$ cat src/rtl/uart_pkt_parser.sv
// uart_pkt_parser
//
// Receive-side framing stage placed after a UART receiver. Hunts for frames of the form
// SOF, LEN, payload[LEN], CHK. The checksum is LEN plus all payload bytes, mod 256.
// Each payload is buffered, and the checksum is checked when CHK arrives. A good payload is
// then released as a valid/ready byte stream, with out_last marking the final byte. A bad
// frame is dropped and reported on a one-cycle error strobe.
//
// Optional feature: define UART_PKT_TIMEOUT_EN to build an inter-byte timeout. The timeout
// runs in the LEN, DATA and CHK states and reports on tmo_err. With the macro undefined,
// no timeout counter is built and tmo_err is tied low.
//
// Ports:
//   clk        system clock
//   rst        asynchronous, active-high reset
//   rx_data    received byte, qualified by rx_done
//   rx_done    one-cycle strobe: rx_data holds a new byte
//   out_data   payload byte (0 when out_valid is low)
//   out_valid  out_data is valid
//   out_last   out_data is the final payload byte of the frame
//   out_ready  downstream accepts the byte
//   busy       parser is anywhere but HUNT
//   chk_err    one-cycle strobe: checksum mismatch
//   len_err    one-cycle strobe: LEN is 0 or above MAX_LEN
//   ovr_err    one-cycle strobe: byte arrived while sending, and it was dropped
//   tmo_err    one-cycle strobe: inter-byte timeout (0 without UART_PKT_TIMEOUT_EN)

module uart_pkt_parser #(
   parameter int unsigned MAX_LEN        = 16,
   parameter logic [7:0]  SOF_BYTE       = 8'hA5,
   parameter int unsigned TIMEOUT_CYCLES = 100000
) (
   input  logic       clk,
   input  logic       rst,
   input  logic [7:0] rx_data,
   input  logic       rx_done,
   output logic [7:0] out_data,
   output logic       out_valid,
   output logic       out_last,
   input  logic       out_ready,
   output logic       busy,
   output logic       chk_err,
   output logic       len_err,
   output logic       ovr_err,
   output logic       tmo_err
);

   localparam int unsigned CW = $clog2(MAX_LEN + 1);
   // Buffer address width; cnt/rd_idx never address beyond MAX_LEN-1 when used as an index.
   localparam int unsigned IW = (MAX_LEN > 1) ? $clog2(MAX_LEN) : 1;

   typedef enum logic [2:0] {
      StHunt,
      StLen,
      StData,
      StChk,
      StSend
   } state_e;

   state_e          state_q, state_d;
   logic [CW-1:0]   len_q, len_d;
   logic [CW-1:0]   cnt_q, cnt_d;
   logic [CW-1:0]   rd_idx_q, rd_idx_d;
   logic [7:0]      sum_q, sum_d;
   logic            chk_err_q, chk_err_d;
   logic            len_err_q, len_err_d;
   logic            ovr_err_q, ovr_err_d;

   logic [7:0]      pay_mem [MAX_LEN];
   logic            mem_we;
   logic            len_ok;
   logic            last_byte;

   // LEN is legal when it is in 1..MAX_LEN (unsigned compare).
   assign len_ok    = (rx_data != 8'h00) && (32'(rx_data) <= MAX_LEN);
   assign last_byte = (rd_idx_q == (len_q - CW'(1)));

`ifdef UART_PKT_TIMEOUT_EN
   localparam int unsigned TW = (TIMEOUT_CYCLES > 1) ? $clog2(TIMEOUT_CYCLES) : 1;

   logic [TW-1:0]   tmo_cnt_q, tmo_cnt_d;
   logic            tmo_err_q, tmo_err_d;
   logic            timed;
   logic            tmo_hit;

   assign timed   = (state_q == StLen) || (state_q == StData) || (state_q == StChk);
   // A byte arriving in the limit cycle wins over the timeout.
   assign tmo_hit = timed && !rx_done && (tmo_cnt_q == TW'(TIMEOUT_CYCLES - 1));

   always_comb begin
      tmo_cnt_d = '0;
      if (timed && !rx_done && !tmo_hit) begin
         tmo_cnt_d = tmo_cnt_q + TW'(1);
      end
   end

   always_ff @(posedge clk or posedge rst) begin
      if (rst) begin
         tmo_cnt_q <= '0;
         tmo_err_q <= 1'b0;
      end else begin
         tmo_cnt_q <= tmo_cnt_d;
         tmo_err_q <= tmo_err_d;
      end
   end

   assign tmo_err = tmo_err_q;
`else
   logic unused_tmo_cfg;
   assign unused_tmo_cfg = ^TIMEOUT_CYCLES;
   assign tmo_err        = 1'b0;
`endif

   // Next-state logic.
   always_comb begin
      state_d   = state_q;
      len_d     = len_q;
      cnt_d     = cnt_q;
      rd_idx_d  = rd_idx_q;
      sum_d     = sum_q;
      chk_err_d = 1'b0;
      len_err_d = 1'b0;
      ovr_err_d = 1'b0;
      mem_we    = 1'b0;
`ifdef UART_PKT_TIMEOUT_EN
      tmo_err_d = 1'b0;
`endif

      unique case (state_q)
         StHunt: begin
            if (rx_done && (rx_data == SOF_BYTE)) begin
               state_d = StLen;
            end
         end

         StLen: begin
            // A SOF value here is just a length byte; there is no resync.
            if (rx_done) begin
               if (len_ok) begin
                  len_d   = CW'(rx_data);
                  sum_d   = rx_data;
                  cnt_d   = '0;
                  state_d = StData;
               end else begin
                  len_err_d = 1'b1;
                  state_d   = StHunt;
               end
            end
         end

         StData: begin
            if (rx_done) begin
               mem_we = 1'b1;
               sum_d  = sum_q + rx_data;
               cnt_d  = cnt_q + CW'(1);
               if (cnt_q == (len_q - CW'(1))) begin
                  state_d = StChk;
               end
            end
         end

         StChk: begin
            if (rx_done) begin
               if (rx_data == sum_q) begin
                  rd_idx_d = '0;
                  state_d  = StSend;
               end else begin
                  chk_err_d = 1'b1;
                  state_d   = StHunt;
               end
            end
         end

         StSend: begin
            // Incoming bytes cannot be buffered while draining; drop and report.
            if (rx_done) begin
               ovr_err_d = 1'b1;
            end
            if (out_ready) begin
               rd_idx_d = rd_idx_q + CW'(1);
               if (last_byte) begin
                  state_d = StHunt;
               end
            end
         end

         default: begin
            state_d = StHunt;
         end
      endcase

`ifdef UART_PKT_TIMEOUT_EN
      // Only reachable in LEN/DATA/CHK with no byte this cycle, so no other strobe collides.
      if (tmo_hit) begin
         state_d   = StHunt;
         tmo_err_d = 1'b1;
      end
`endif
   end

   always_ff @(posedge clk or posedge rst) begin
      if (rst) begin
         state_q   <= StHunt;
         len_q     <= '0;
         cnt_q     <= '0;
         rd_idx_q  <= '0;
         sum_q     <= '0;
         chk_err_q <= 1'b0;
         len_err_q <= 1'b0;
         ovr_err_q <= 1'b0;
      end else begin
         state_q   <= state_d;
         len_q     <= len_d;
         cnt_q     <= cnt_d;
         rd_idx_q  <= rd_idx_d;
         sum_q     <= sum_d;
         chk_err_q <= chk_err_d;
         len_err_q <= len_err_d;
         ovr_err_q <= ovr_err_d;
      end
   end

   // Payload buffer: contents are don't-care after reset, so no reset term.
   always_ff @(posedge clk) begin
      if (mem_we) begin
         pay_mem[cnt_q[IW-1:0]] <= rx_data;
      end
   end

   assign busy      = (state_q != StHunt);
   assign out_valid = (state_q == StSend);
   // Gated so that out_data and out_last read 0 whenever nothing is being offered.
   assign out_data  = out_valid ? pay_mem[rd_idx_q[IW-1:0]] : 8'h00;
   assign out_last  = out_valid && last_byte;
   assign chk_err   = chk_err_q;
   assign len_err   = len_err_q;
   assign ovr_err   = ovr_err_q;

endmodule
$ cat config.mk
export PLATFORM = sky130hd
export DESIGN_NAME = uart_pkt_parser
export DESIGN_NICKNAME = d
export VERILOG_FILES = /design/src/rtl/uart_pkt_parser.sv
export SDC_FILE = /design/constraint.sdc
export NUM_CORES = 1
export LEC_CHECK = 0
export CAP_MARGIN = 30
export CORE_MARGIN = 10
export CORE_UTILIZATION = 65
export CTS_CLUSTER_SIZE = 24
export DETAILED_ROUTE_END_ITERATION = 8
export GPL_TIMING_DRIVEN = 0
export PLACE_DENSITY = 0.84
export SLEW_MARGIN = 20
export SYNTH_ARGS = -nofsm -noshare
export SYNTH_HDL_FRONTEND = slang
export SYNTH_SLANG_ARGS = --single-unit
$ cat constraint.sdc
create_clock -name clk -period 4.8 [get_ports clk]
set_input_delay 0.96 -clock clk [delete_from_list [all_inputs] [get_ports clk]]
set_output_delay 0.96 -clock clk [all_outputs]
set_load 0.02 [all_outputs]
==> impl_metrics.py, run 1 <==
metrics = {
    "routing": {
        "drc": 0,
        "first_pass_iters": 5,
        "final_antenna_net_count": 0,
        "routed_wirelength_mm": 14.9,
        "wl_per_cell_um": 23.8,
        "drtIter0Drc": 484,
        "vias": 4063,
        "vias_per_cell": 6.48,
    },
    "timing": {
        "post-route-period-util_pct": 88.6,
        "slew_headroom_pct": 33.8,
        "tns_ns": 0,
        "rsz0062_at_grt": "no",
        "finalClockSkew_ns": 0.00777,
        "period_minus_slack_ns": 4.25,
        "hold_violations": 0,
        "report.final.slew_viol_count": 0,
        "fmax_mhz": 235,
        "finalSetupViolations": 0,
        "worstMarginPinSlew_ns": 0.990,
    },
    "placed_design": {
        "port_buffers": 25,
        "place_hpwl_mm": 9.38,
        "place.gp.congestion": 0.903,
    },
    "layout": {
        "diodes": 0,
        "syn2layout_area_growth_pct": 15.2,
        "drive_above_1_share_pct": 18.3,
        "nNetsFinal": 505,
    },
    "pwr": {
        "pwr_density_cell_nw_per_um2": 462,
        "p_leak_nw": 2.80,
        "power_mw": 3.70,
        "peakVddDrop_mv": 0.370,
    },
    "logic_synthesis": {
        "synth_simple_gate_area_share_pct": 7.98,
        "yosysWarnings": 0,
        "syn_nets": 460,
        "synth_top_family_by_area": "multiplexers",
        "synth_largest_type_area_fraction_pct": 55.2,
        "ys_seq_area_share_pct": 65.6,
        "synth_mux_area_share_pct": 12.7,
        "synthAdderAreaFrac_pct": 2.62,
        "synthCells": 434,
        "synth_top_cell_by_area": "edfxtp_1",
        "yosysMostFrequentCell": "edfxtp_1",
        "yosysUniqueCellTypes": 59,
        "synth_area_um2": 6960,
        "synth_edf_count": 128,
        "synth_ff_type": "edfxtp_1",
        "synthTopCellsByArea": "edfxtp_1 55%, dfrtp_1 10%, mux4_2 10%",
        "synth_xor_area_share_pct": 2.64,
        "syn-mean-instance-area_um2": 16.0,
        "async_flop_share_pct": 18.5,
        "synth_commonest_cells": "128 x edfxtp_1, 32 x mux4_2, 29 x dfrtp_1",
        "synth-seq-cells": 157,
        "synth_compound_area_share_pct": 6.00,
    },
    "job": {
        "maxCapViolCount": 0,
    },
    "worst_setup_path": {
        "endpoint": "out_data[3]",
        "crit_fanout": 10,
        "r2r_cells": 6,
        "critical_path_class": "reg -> out",
        "r2r_slack_ns": 2.23,
        "crit_path_end_kind": "output port",
        "crit_start": "rd_idx_q[1]",
        "critPathLaunchType": "register",
        "required_ns": 3.84,
        "arrival_ns": 3.29,
        "rr_startpoint": "state_q[0]",
        "reg2reg_to": "pay_mem[0][2]",
    },
    "clocking": {
        "clock_latency_ns": 0.53,
        "ctsResizeCount": 0,
        "clockBufferDepth": 2,
        "cts_tree": "yes",
        "cts_inserted_buffers": 17,
        "cts.sinks": 157,
        "cts-root-buf": "clkbuf_8",
        "cts.htree.levels": 4,
        "cts_hold_buf": 0,
        "cts.clk_slew.worst_paths_ns": 0.06,
        "post_cts_buffers": 0,
    },
    "grt": {
        "grt_pass1_wl_mm": 23.4,
        "first_global_vias": 4150,
        "grt_max_degree": 30,
        "grt.overflow.total": 0,
        "antenna_found_initial": 0,
        "grt.total_usage_pct": 20.9,
    },
    "die": {
        "die_area_um2": 15200,
        "coreArea_um2": 10400,
        "fp.dieH_um": 123,
        "die_w_um": 123,
        "num_rows": 37,
        "ioPinCount": 27,
        "start_util_pct": 67.1,
    },
    "hold_path": {
        "holdCritPathClass": "reg -> reg",
        "hold_depth": 2,
    },
    "run_status": {
        "outcome": "completed",
    },
}
==> layout by cell type, fill, tap and decap left out, types with 4 or more instances in the layout <==
cell type,synthesis,final
a211oi_1,16,16
a21oi_1,7,7
buf_2,5,6
buf_4,4,4
bufinv_16,0,5
clkbuf_1,6,7
clkbuf_16,0,16
clkdlybuf4s50_1,0,25
dfrtp_1,29,29
edfxtp_1,128,128
ha_1,13,13
inv_1,10,9
mux2_2,4,4
mux2i_1,11,11
mux4_2,32,32
nand2_1,25,25
nand2b_1,5,5
nor2_1,24,24
nor2b_1,12,12
nor3_1,10,7
o21ai_0,13,13
xnor2_1,12,12
xor2_1,9,9
==> cell type report <==
cell class	count	area, um^2
well taps	136	170
flip-flops and latches	157	4570
repair buffers	26	255
clock inverters	13	196
inverters	10	37.5
plain buffers	21	123
fillers	585	2350
multi-input cells	246	2250
clock buffers	18	418
==> layer usage <==
layer / global-route usage (%) / routed length (um)
met1: 27.4 / 5970
met2: 34.2 / 7420
met3: 5.06 / 1280
met4: 6.48 / 272
met5: 0 / 0
==> registers in the layout, summed over array words and instances, names as in the netlist <==
register / count
pay_mem: 128
sum_q: 8
cnt_q: 5
len_q: 5
rd_idx_q: 5
state_q: 3
chk_err: 1
len_err: 1
ovr_err: 1
==> logic make-up (layout without fill, tap and decap cells) <==
group / Yosys count / in the layout
DFF: 157 / 157
xor gates and xnor gates: 21 / 21
AOI/OAI and AO/OA: 59 / 59
adders and majority gates: 14 / 14
muxes: 48 / 48
other: 1 / 1
buffers and inverters: 31 / 88
and+or+nand+nor: 103 / 103
==> through the flow <==
step | worst slack, ns | hold slack, ns | instance area (um^2) | utilization [%] | instances
finish | 0.548 | 0.498 | 8020 | 77.3 | 627
global placement | 1.00 | 0.471 | 7380 | 71.2 | 595
global route | 0.413 | 0.522 | 8020 | 77.3 | 627
detailed placement | 0.913 | 0.489 | 7400 | 71.4 | 596
CTS | 0.584 | 0.504 | 8020 | 77.3 | 627
floorplan | 1.97 | 0.454 | 6960 | - | 434
==> critical path, stage by stage (launching register included) <==
cell and delay, ns:
dfrtp_1 0.37, buf_2 0.26, clkbuf_1 0.41, buf_1 0.50, a211oi_1 0.19, a211oi_1 0.36
clkdlybuf4s50_1 0.67
==> report_power, final <==
part | internal [mW] | total, mW | switching, mW | leakage (nW)
sequential | 1.57 | 1.65 | 0.0783 | 1.53
combinational | 0.298 | 0.660 | 0.362 | 0.978
clock | 0.889 | 1.40 | 0.510 | 0.296
total | 2.75 | 3.70 | 0.951 | 2.80
==> how the worst min path moves through the flow <==
stage	start	to	slack (ns)
2_1_floorplan	sum_q[0]	sum_q[0]	0.45
3_3_place_gp	sum_q[2]	sum_q[2]	0.47
3_5_place_dp	sum_q[5]	sum_q[5]	0.49
4_1_cts	sum_q[5]	sum_q[5]	0.50
5_1_grt	sum_q[6]	sum_q[6]	0.52
6_report	sum_q[0]	sum_q[0]	0.50
Note: power is estimated with default switching activity, not from simulation.
==> run 2: changes to the inputs <==
GPL_ROUTABILITY_DRIVEN = 1   (was not set)
GPL_TIMING_DRIVEN = not set   (was 0)
==> run 2 against run 1 <==
Compared with the run above:
- cell count is 1.3% lower
- sequential share of layout area is 0.55 points higher
- flip-flop and latch count stayed put
- total power is 3.2% lower
- design area is 0.94% lower
- global-route usage is 1.5 points higher
- worst hold slack worse by 0.0030 ns
- critical path type unchanged
- largest power group unchanged
==> impl_metrics.py, run 2 (synthesis results as in run 1) <==
metrics = {
    "timing": {
        "report.final.slew_viol_count": 0,
        "slew_headroom_pct": 39.6,
        "period_minus_slack_ns": 4.32,
        "post-route-period-util_pct": 90.1,
        "finalSetupViolations": 0,
        "fin_hold_ws_ns": 0.495,
        "fmax_mhz": 231,
        "finalClockSkew_ns": 0.00529,
        "worstMarginPinSlew_ns": 0.905,
        "hold_violations": 0,
        "rsz0062_at_grt": "no",
        "tns_ns": 0,
    },
    "layout": {
        "syn2layout_area_growth_pct": 14.1,
        "diodes": 0,
        "drive_above_1_share_pct": 18.0,
        "final_common_cell": "edfxtp_1",
        "instances_no_fill": 619,
        "largest_reg_flops": 128,
        "nNetsFinal": 497,
        "fin_area_um2": 7940,
        "layout.cells.most_common_list": "128 x edfxtp_1, 32 x mux4_2, 28 x dfrtp_1, 25 x nand2_1, 25 x clkdlybuf4s50_1",
    },
    "die": {
        "coreArea_um2": 10400,
        "die_w_um": 123,
        "ioPinCount": 27,
        "start_util_pct": 67.1,
        "die_area_um2": 15200,
        "num_rows": 37,
        "fp.dieH_um": 123,
    },
    "routing": {
        "wl_per_cell_um": 25.6,
        "routed_wirelength_mm": 15.8,
        "first_pass_iters": 5,
        "drtIter0Drc": 514,
        "vias_per_cell": 6.62,
        "vias": 4098,
        "final_antenna_net_count": 0,
        "drc": 0,
    },
    "clocking": {
        "cts.clk_slew.worst_paths_ns": 0.06,
        "cts_inserted_buffers": 17,
        "clock_latency_ns": 0.54,
        "clockBufferDepth": 2,
        "post_cts_buffers": 0,
        "cts.sinks": 157,
        "ctsResizeCount": 0,
        "cts.htree.levels": 4,
        "cts_tree": "yes",
        "cts-root-buf": "clkbuf_8",
        "cts_hold_buf": 0,
    },
    "worst_setup_path": {
        "arrival_ns": 3.36,
        "critical_path_class": "reg -> out",
        "critPathMostFrequentCell": "a211oi_1",
        "path_cells": "buf_4, mux4_2, a211oi_1, a211oi_1, clkdlybuf4s50_1",
        "crit_buf_inv": 2,
        "critPathLaunchType": "register",
        "crit_path_end_kind": "output port",
        "crit_family": "buffers and inverters",
        "cp_slowest_cell": "dfrtp_2",
        "required_ns": 3.84,
        "crit_fanout": 26,
        "cp_slowest_stage_delay_ns": 0.91,
    },
    "job": {
        "maxCapViolCount": 0,
    },
    "run_status": {
        "outcome": "completed",
    },
    "placed_design": {
        "dpl.cell_count": 587,
        "place.gp.congestion": 0.874,
        "place_hpwl_mm": 9.32,
        "port_buffers": 25,
        "dpl_cell_area_um2": 7360,
    },
    "grt": {
        "grt.total_usage_pct": 22.5,
        "first_global_vias": 4178,
        "grt.overflow.total": 0,
        "grt_max_degree": 27,
        "antenna_found_initial": 0,
        "grt_pass1_wl_mm": 24.8,
    },
    "pwr": {
        "pwr_density_cell_nw_per_um2": 451,
        "peakVddDrop_mv": 0.329,
        "p_leak_nw": 2.76,
    },
    "hold_path": {
        "holdCritPathClass": "reg -> reg",
    },
}
[run 2: cell types whose count changed in the layout (fill, tap and decap cells not counted), moves of 2 or more]
cell,before,now
nor3_1,7,10
buf_1,3,0
buf_6,3,0
bufinv_16,5,3
clkbuf_1,7,1
nor3_2,3,0
buf_2,6,0
clkinv_4,0,3
buf_4,4,13
[run 2: power by group]
part	internal, mW	leakage [nW]	switching [mW]
Combinational	0.286	0.958	0.333
Sequential	1.57	1.53	0.0971
Clock	0.783	0.277	0.521
[run 2: per-layer routing]
layer	routed length [um]	global-route usage [%]	vias up	share of wire [%]
li1	-	-	1761	-
met1	6520	29.0	2120	41
met2	8000	36.4	183	50
met3	906	5.52	34	5.7
met4	412	8.44	0	2.6
met5	0	0	-	0
[run 2: path summary, 6_finish.rpt]
kind | depth (start not counted) | slack, ns | from | end
min | 2 | 0.50 | sum_q[5] | sum_q[5]
min reg2reg | 2 | 0.50 | sum_q[5] | sum_q[5]
max reg2reg | 4 | 2.23 | state_q[1] | pay_mem[12][4]
max | 5 | 0.48 | rd_idx_q[0] | out_data[6]
max in group asynchronous | 3 | 3.33 | rst | rd_idx_q[0]
min in group asynchronous | 2 | 0.80 | rst | sum_q[7]
[run 2: cell type report]
class                      count  area (um^2)
sequential                   157         4570
multi-input combinational    246         2230
inverter                      10         37.5
fill                         596         2430
timing repair buffer          39          363
clock buffer                  18          418
tap                          136          170
clock inverter                13          150
[run 2: worst min-delay path, stage by stage, from the launching register on]
cell	delay (ns)
dfrtp_1	0.35
nand2_1	0.05
o21ai_0	0.06
[run 2: stage by stage]
step	setup WS (ns)	util [%]	power (mW)
global placement	1.10	70.9	2.26
floorplan	1.97	-	2.14
finish	0.477	76.6	3.58
CTS	0.427	76.4	3.59
detailed placement	1.07	70.9	2.29
global route	0.240	76.6	3.72
